==> src/rtl/detect_scheduler_if.sv <==
// detect_scheduler_if
//   Bundles the request and result handshakes of detect_scheduler.
//   master : requester/consumer side (drives req_valid, req_data, res_ready)
//   slave  : scheduler side (drives req_ready, res_valid, res_id, res_count)
//   req_valid [N_REQ]        per-channel request valid
//   req_data  [N_REQ*DATA_W] channel k word at [k*DATA_W +: DATA_W]
//   req_ready [N_REQ]        one-hot, one-cycle accept pulse
//   res_valid / res_ready    result handshake
//   res_id    [ID_W]         channel the result belongs to
//   res_count [CNT_W]        overlapping match count of the word
interface detect_scheduler_if #(
    parameter int N_REQ  = 4,
    parameter int DATA_W = 8,
    parameter int ID_W   = $clog2(N_REQ),
    parameter int CNT_W  = $clog2(DATA_W + 1)
);
    logic [N_REQ-1:0]        req_valid;
    logic [N_REQ*DATA_W-1:0] req_data;
    logic [N_REQ-1:0]        req_ready;
    logic                    res_valid;
    logic                    res_ready;
    logic [ID_W-1:0]         res_id;
    logic [CNT_W-1:0]        res_count;

    modport master (
        output req_valid, req_data, res_ready,
        input  req_ready, res_valid, res_id, res_count
    );

    modport slave (
        input  req_valid, req_data, res_ready,
        output req_ready, res_valid, res_id, res_count
    );
endinterface

==> src/rtl/detect_scheduler.sv <==
// detect_scheduler
//   Round-robin scheduler sharing one serial, overlapping pattern matcher
//   between N_REQ requesters. A granted word is shifted MSB-first, one bit
//   per clock, and its match count is returned tagged with the channel ID.
// Ports:
//   clk       : clock, rising edge
//   rst       : asynchronous active-high reset
//   bus       : request/result handshakes (slave modport)
//   pattern   : match pattern, first-received bit is the MSB
//   match     : one-cycle pulse per match while shifting (registered)
//   busy      : high whenever the scheduler is not IDLE
//   state_out : current state encoding (IDLE=0, SHIFT=1, REPORT=2)
module detect_scheduler #(
    parameter int N_REQ  = 4,
    parameter int DATA_W = 8,
    parameter int PAT_W  = 4,
    parameter int ID_W   = $clog2(N_REQ),
    parameter int CNT_W  = $clog2(DATA_W + 1)
) (
    input  logic                   clk,
    input  logic                   rst,
    detect_scheduler_if.slave      bus,
    input  logic [PAT_W-1:0]       pattern,
    output logic                   match,
    output logic                   busy,
    output logic [1:0]             state_out
);

    typedef enum logic [1:0] {
        IDLE   = 2'd0,
        SHIFT  = 2'd1,
        REPORT = 2'd2
    } state_t;

    localparam logic [ID_W:0]    N_REQ_W  = (ID_W + 1)'(N_REQ);
    localparam logic [CNT_W-1:0] LAST_BIT = CNT_W'(DATA_W - 1);
    localparam logic [CNT_W-1:0] PAT_BITS = CNT_W'(PAT_W);

    state_t              state, state_d;
    logic [ID_W-1:0]     ptr;
    logic [DATA_W-1:0]   shreg;
    logic [PAT_W-1:0]    pat_q;
    logic [PAT_W-1:0]    hist;
    logic [CNT_W-1:0]    bit_cnt;
    logic [CNT_W-1:0]    count;
    logic [ID_W-1:0]     id_q;
    logic                match_q;

    logic                found;
    logic [ID_W-1:0]     grant;
    logic [ID_W:0]       cand_w;
    logic [ID_W:0]       ptr_w;
    logic [ID_W-1:0]     ptr_next;
    logic [DATA_W-1:0]   word;
    logic [PAT_W-1:0]    hist_next;
    logic [CNT_W-1:0]    bits_seen;
    logic                hit;
    logic [N_REQ-1:0]    req_ready_c;

    // First valid channel at or above ptr, wrapping. ptr < N_REQ, so one
    // conditional subtract is enough to wrap the candidate index.
    always_comb begin
        found  = 1'b0;
        grant  = '0;
        cand_w = '0;
        for (int unsigned i = 0; i < N_REQ; i++) begin
            cand_w = {1'b0, ptr} + (ID_W + 1)'(i);
            if (cand_w >= N_REQ_W)
                cand_w = cand_w - N_REQ_W;
            if (!found && bus.req_valid[cand_w[ID_W-1:0]]) begin
                found = 1'b1;
                grant = cand_w[ID_W-1:0];
            end
        end
    end

    always_comb begin
        ptr_w = {1'b0, grant} + (ID_W + 1)'(1);
        if (ptr_w >= N_REQ_W)
            ptr_w = ptr_w - N_REQ_W;
        ptr_next = ptr_w[ID_W-1:0];
    end

    always_comb begin
        word = '0;
        for (int unsigned k = 0; k < N_REQ; k++)
            if (grant == ID_W'(k))
                word = bus.req_data[k*DATA_W +: DATA_W];
    end

    // A match needs a full window of bits from the current word.
    always_comb begin
        hist_next = {hist[PAT_W-2:0], shreg[DATA_W-1]};
        bits_seen = bit_cnt + CNT_W'(1);
        hit       = (state == SHIFT) && (bits_seen >= PAT_BITS) && (hist_next == pat_q);
    end

    always_ff @(posedge clk or posedge rst) begin
        if (rst)
            state <= IDLE;
        else
            state <= state_d;
    end

    always_comb begin
        state_d = state;
        case (state)
            IDLE:    if (found)              state_d = SHIFT;
            SHIFT:   if (bit_cnt == LAST_BIT) state_d = REPORT;
            REPORT:  if (bus.res_ready)      state_d = IDLE;
            default:                         state_d = IDLE;
        endcase
    end

    always_ff @(posedge clk or posedge rst) begin
        if (rst) begin
            ptr     <= '0;
            shreg   <= '0;
            pat_q   <= '0;
            hist    <= '0;
            bit_cnt <= '0;
            count   <= '0;
            id_q    <= '0;
            match_q <= 1'b0;
        end else begin
            match_q <= 1'b0;
            case (state)
                IDLE: begin
                    if (found) begin
                        shreg   <= word;
                        pat_q   <= pattern;
                        id_q    <= grant;
                        ptr     <= ptr_next;
                        hist    <= '0;
                        bit_cnt <= '0;
                        count   <= '0;
                    end
                end
                SHIFT: begin
                    shreg   <= {shreg[DATA_W-2:0], 1'b0};
                    hist    <= hist_next;
                    bit_cnt <= bits_seen;
                    if (hit) begin
                        match_q <= 1'b1;
                        if (count != '1)
                            count <= count + CNT_W'(1);
                    end
                end
                default: ;
            endcase
        end
    end

    // req_ready is combinational from IDLE; gate it so it reads 0 during reset.
    always_comb begin
        req_ready_c = '0;
        if ((state == IDLE) && found && !rst)
            req_ready_c = N_REQ'(1) << grant;
    end

    assign bus.req_ready = req_ready_c;
    assign bus.res_valid = (state == REPORT);
    assign bus.res_id    = id_q;
    assign bus.res_count = count;
    assign match         = match_q;
    assign busy          = (state != IDLE);
    assign state_out     = state;

endmodule

==> src/flat_wrapper.sv <==
// flat-port wrapper written by rule: the top's interface ports become plain ports
module detect_scheduler_flat 
#(
    parameter int N_REQ  = 4,
    parameter int DATA_W = 8,
    parameter int PAT_W  = 4,
    parameter int ID_W   = $clog2(N_REQ),
    parameter int CNT_W  = $clog2(DATA_W + 1)
)
  (clk, rst, pattern, match, busy, state_out, bus_req_valid, bus_req_data, bus_res_ready, bus_req_ready, bus_res_valid, bus_res_id, bus_res_count);
  detect_scheduler_if #(.N_REQ(N_REQ), .DATA_W(DATA_W), .ID_W(ID_W), .CNT_W(CNT_W)) bus_i ();
  input  logic clk;
  input  logic rst;
  input  logic [PAT_W-1:0] pattern;
  output logic match;
  output logic busy;
  output logic [1:0] state_out;
  input wire logic [$bits(bus_i.req_valid)-1:0] bus_req_valid;
  input wire logic [$bits(bus_i.req_data)-1:0] bus_req_data;
  input wire logic [$bits(bus_i.res_ready)-1:0] bus_res_ready;
  output wire logic [$bits(bus_i.req_ready)-1:0] bus_req_ready;
  output wire logic [$bits(bus_i.res_valid)-1:0] bus_res_valid;
  output wire logic [$bits(bus_i.res_id)-1:0] bus_res_id;
  output wire logic [$bits(bus_i.res_count)-1:0] bus_res_count;
  assign bus_i.req_valid = bus_req_valid;
  assign bus_i.req_data = bus_req_data;
  assign bus_i.res_ready = bus_res_ready;
  assign bus_req_ready = bus_i.req_ready;
  assign bus_res_valid = bus_i.res_valid;
  assign bus_res_id = bus_i.res_id;
  assign bus_res_count = bus_i.res_count;
  detect_scheduler #(.N_REQ(N_REQ), .DATA_W(DATA_W), .PAT_W(PAT_W), .ID_W(ID_W), .CNT_W(CNT_W)) u_core (.clk(clk), .rst(rst), .bus(bus_i), .pattern(pattern), .match(match), .busy(busy), .state_out(state_out));
endmodule
==> config.mk <==
export PLATFORM = sky130hd
export DESIGN_NAME = detect_scheduler_flat
export DESIGN_NICKNAME = d
export VERILOG_FILES = /design/src/rtl/detect_scheduler_if.sv /design/src/rtl/detect_scheduler.sv /design/src/flat_wrapper.sv
export SDC_FILE = /design/constraint.sdc
export NUM_CORES = 1
export LEC_CHECK = 0
export CAP_MARGIN = 25
export CORE_MARGIN = 3
export CORE_UTILIZATION = 46
export CTS_CLUSTER_SIZE = 16
export DETAILED_ROUTE_END_ITERATION = 6
export GPL_ROUTABILITY_DRIVEN = 0
export PLACE_DENSITY = 0.8
export SLEW_MARGIN = 20
export SYNTH_ARGS = -nofsm -noshare
export SYNTH_HDL_FRONTEND = slang
export SYNTH_SLANG_ARGS = --single-unit
==> constraint.sdc <==
create_clock -name clk -period 2.87 [get_ports clk]
set_input_delay 0.287 -clock clk [delete_from_list [all_inputs] [get_ports clk]]
set_output_delay 0.287 -clock clk [all_outputs]
set_load 0.05 [all_outputs]
==> results.toml <==
[yosys]
postSynthNetCount = 262
ys_warn_count = 0
netlist_instances = 213
synth_seq_cells = 30
synth.distinct_cells = 35
ys_seq_area_share_pct = 42.9
synth_area_um2 = 1750
syn_area_per_cell_um2 = 8.21

[finish]
layout-drive-gt1-share_pct = 8.15
nets = 318
ff_latch_area_um2 = 751
stdcell_area_um2 = 2510
n_antenna_cell = 0
multi_input_area_um2 = 911
fill_cells = 269
syn2layout_area_growth_pct = 43.5

[sta]
worstMarginPinSlew_ns = 0.829
drv_slew = 0
fin_tns_setup_ns = 0
finalCritPeriodShare_pct = 90.0
min_period_ns = 2.58
hold_viol = 0
skew_ns = 0.00644
rsz0062_at_grt = "no"
setup_viol = 0
relSlewSlack_pct = 44.5
fmax_ghz = 0.387

[drt]
drt_iter0_markers = 77
vias_per_cell = 5.34
vias = 1688
ant_nets = 0
drt-total-wl_um = 4320
routedWlPerCell_um = 13.7
dr.pass1.iters = 4
drc = 0

[placement]
place_hpwl_um = 3210
port_buffers = 57
placed_area_um2 = 2400

[cts]
cts-root-buf = "clkbuf_8"
path_clk_slew_ns = 0.06
numClockSinks = 30
ctsResizeCount = 0
cts_tree = "yes"
postCtsSetupRepairBufs = 0
cts_hold_buf = 0
clockBufferDepth = 2
clk_latency_ns = 0.28
cts-buffers-inserted = 5
cts.htree.levels = 2

[critical_path]
critPathMaxFanout = 17
path_class = "primary input to primary output"
start_kind = "primary input"
endpoint_kind = "primary output"
rr_startpoint = "u_core.ptr[1]$_DFFE_PP0N_"
startpoint = "bus_req_valid[0]"
cp.required_ns = 2.58
cp.arrival_ns = 2.30

[die]
rows = 21
die_y_um = 67.6
pin_count = 58
die_area_um2 = 4580
start_util_pct = 50.0
core-area_um2 = 3490
die_x_um = 67.6

[global_routing]
grt_use_total_pct = 21.2
first_global_vias = 1625
overflow = 0
grt_max_degree = 27
grt_pass1_wl_um = 7250
antenna_found_initial = 0

[flow_run]
cap_violations = 0

[power]
p_leak_nw = 1.10
power_mw = 2.27
cellPowerDensity_nw_per_um2 = 904
vdd_drop_max_mv = 0.476

[status]
status = "finished, final reports clean"

[min_path]
hp-class = "primary input to asynchronous set/reset pin"
logic make-up (layout without fill, tap and decap cells):
family                     Yosys count  in the layout  share of synthesized area [%]
AOI/OAI and AO/OA                   66             66                           21.0
DFF                                 30             30                           42.9
xor gates and xnor gates             3              3                           1.50
and+or+nand+nor                     85             85                           24.8
muxes                                1              1                          0.573
buffers and inverters               22             79                           4.94
adders and majority gates            6              6                           4.29
cell type report:
cell class	count	share of cell area, %
timing repair buffer	61	25.5
multi-input combinational	161	36.3
tap	46	2.30
inverter	10	1.50
clock buffer	8	4.39
sequential	30	29.9
final timing paths:
path	end	slack [ns]	cells after the start
max in group asynchronous	u_core.state_out[1]$_DFFE_PP0P_	2.02	3
min	u_core.ptr[0]$_DFFE_PP0N_	0.24	2
min in group clk	u_core.bus.res_id[1]$_DFFE_PP0N_	0.50	2
max reg2reg	u_core.shreg[3]$_DFFE_PP0P_	0.58	10
max	bus_req_ready[1]	0.29	7
min reg2reg	u_core.bus.res_id[1]$_DFFE_PP0N_	0.50	2
layout by cell type, fill, tap and decap left out:
master           count
a21boi_0             1
a21oi_1             28
a222oi_1             1
a22oi_1              8
and2_1               1
and3_1               4
and3_2               1
buf_12               4
buf_4                4
clkbuf_8             8
clkdlybuf4s50_1     53
dfrtp_1             30
ha_1                 6
inv_1               10
mux2i_1              1
nand2_1             36
nand2b_1             3
nand3_1              8
nand3_2              1
nand3b_1             8
nand4_2              1
nor2_1              12
nor2_2               1
nor2b_1              2
nor2b_4              1
nor3_1               1
nor3_2               1
nor4_1               1
o21a_1               1
o21ai_0             23
o21ai_1              1
o22ai_1              2
o32ai_1              1
or2_1                2
or3_1                1
xnor2_1              1
xor2_1               2
per-layer routing:
metal / track usage, % / wire length [um]
met5: 0 / 0
met4: 7.09 / 55
met3: 6.32 / 304
met2: 33.7 / 2040
met1: 27.5 / 1920
registers in the layout, indices dropped and copies added (netlist names):
name	cells
u_core.bit_cnt	4
u_core.hist	3
u_core.bus.res_id	2
u_core.pat_q	4
u_core.ptr	2
u_core.match	1
u_core.bus.res_count	4
u_core.shreg	8
u_core.state_out	2
report_power, final:
part / internal, mW / leakage (nW) / total [mW] / switching (mW)
registers: 0.589 / 0.383 / 0.722 / 0.133
clock network: 0.242 / 0.0575 / 0.393 / 0.152
logic: 0.457 / 0.659 / 1.15 / 0.695
synthesized netlist by cell type (all sizes together):
master | instances | share of area [%]
inv | 10 | 2.1
and2 | 1 | 0.36
nand2b | 3 | 1.1
a21oi | 28 | 8.0
xor2 | 2 | 1.0
mux2i | 1 | 0.57
o21a | 1 | 0.43
nand4 | 1 | 0.72
nor3 | 2 | 0.86
a21boi | 1 | 0.43
ha | 6 | 4.3
nor4 | 1 | 0.36
nor2 | 13 | 2.9
dfrtp | 30 | 43
xnor2 | 1 | 0.50
o22ai | 2 | 0.72
clkbuf | 9 | 1.9
nand2 | 36 | 7.7
a222oi | 1 | 0.57
o21ai | 24 | 6.9
and3 | 5 | 1.9
nor2b | 3 | 1.5
nand3 | 9 | 2.9
or3 | 1 | 0.36
nand3b | 8 | 3.4
o32ai | 1 | 0.50
or2 | 2 | 0.72
buf | 3 | 0.86
a22oi | 8 | 3.4
metrics by stage:
step           hold slack [ns]  std cells  setup WS, ns  util (%)
2_1_floorplan            0.378        213         0.422         -
5_1_grt                  0.279        316        0.0753      71.8
4_1_cts                  0.247        316         0.287      71.8
6_report                 0.237        316         0.287      71.8
3_5_place_dp             0.485        308         0.202      68.6
3_3_place_gp             0.470        308         0.306      68.6
worst max-delay path, cell delays in order:
cell and delay [ns]:
clkdlybuf4s50_1 0.54, a21oi_1 0.09, o21a_1 0.17, o22ai_1 0.29, ha_1 0.49, and3_1 0.28, buf_12 0.15
No activity file was read; power rests on OpenSTA's default activity.
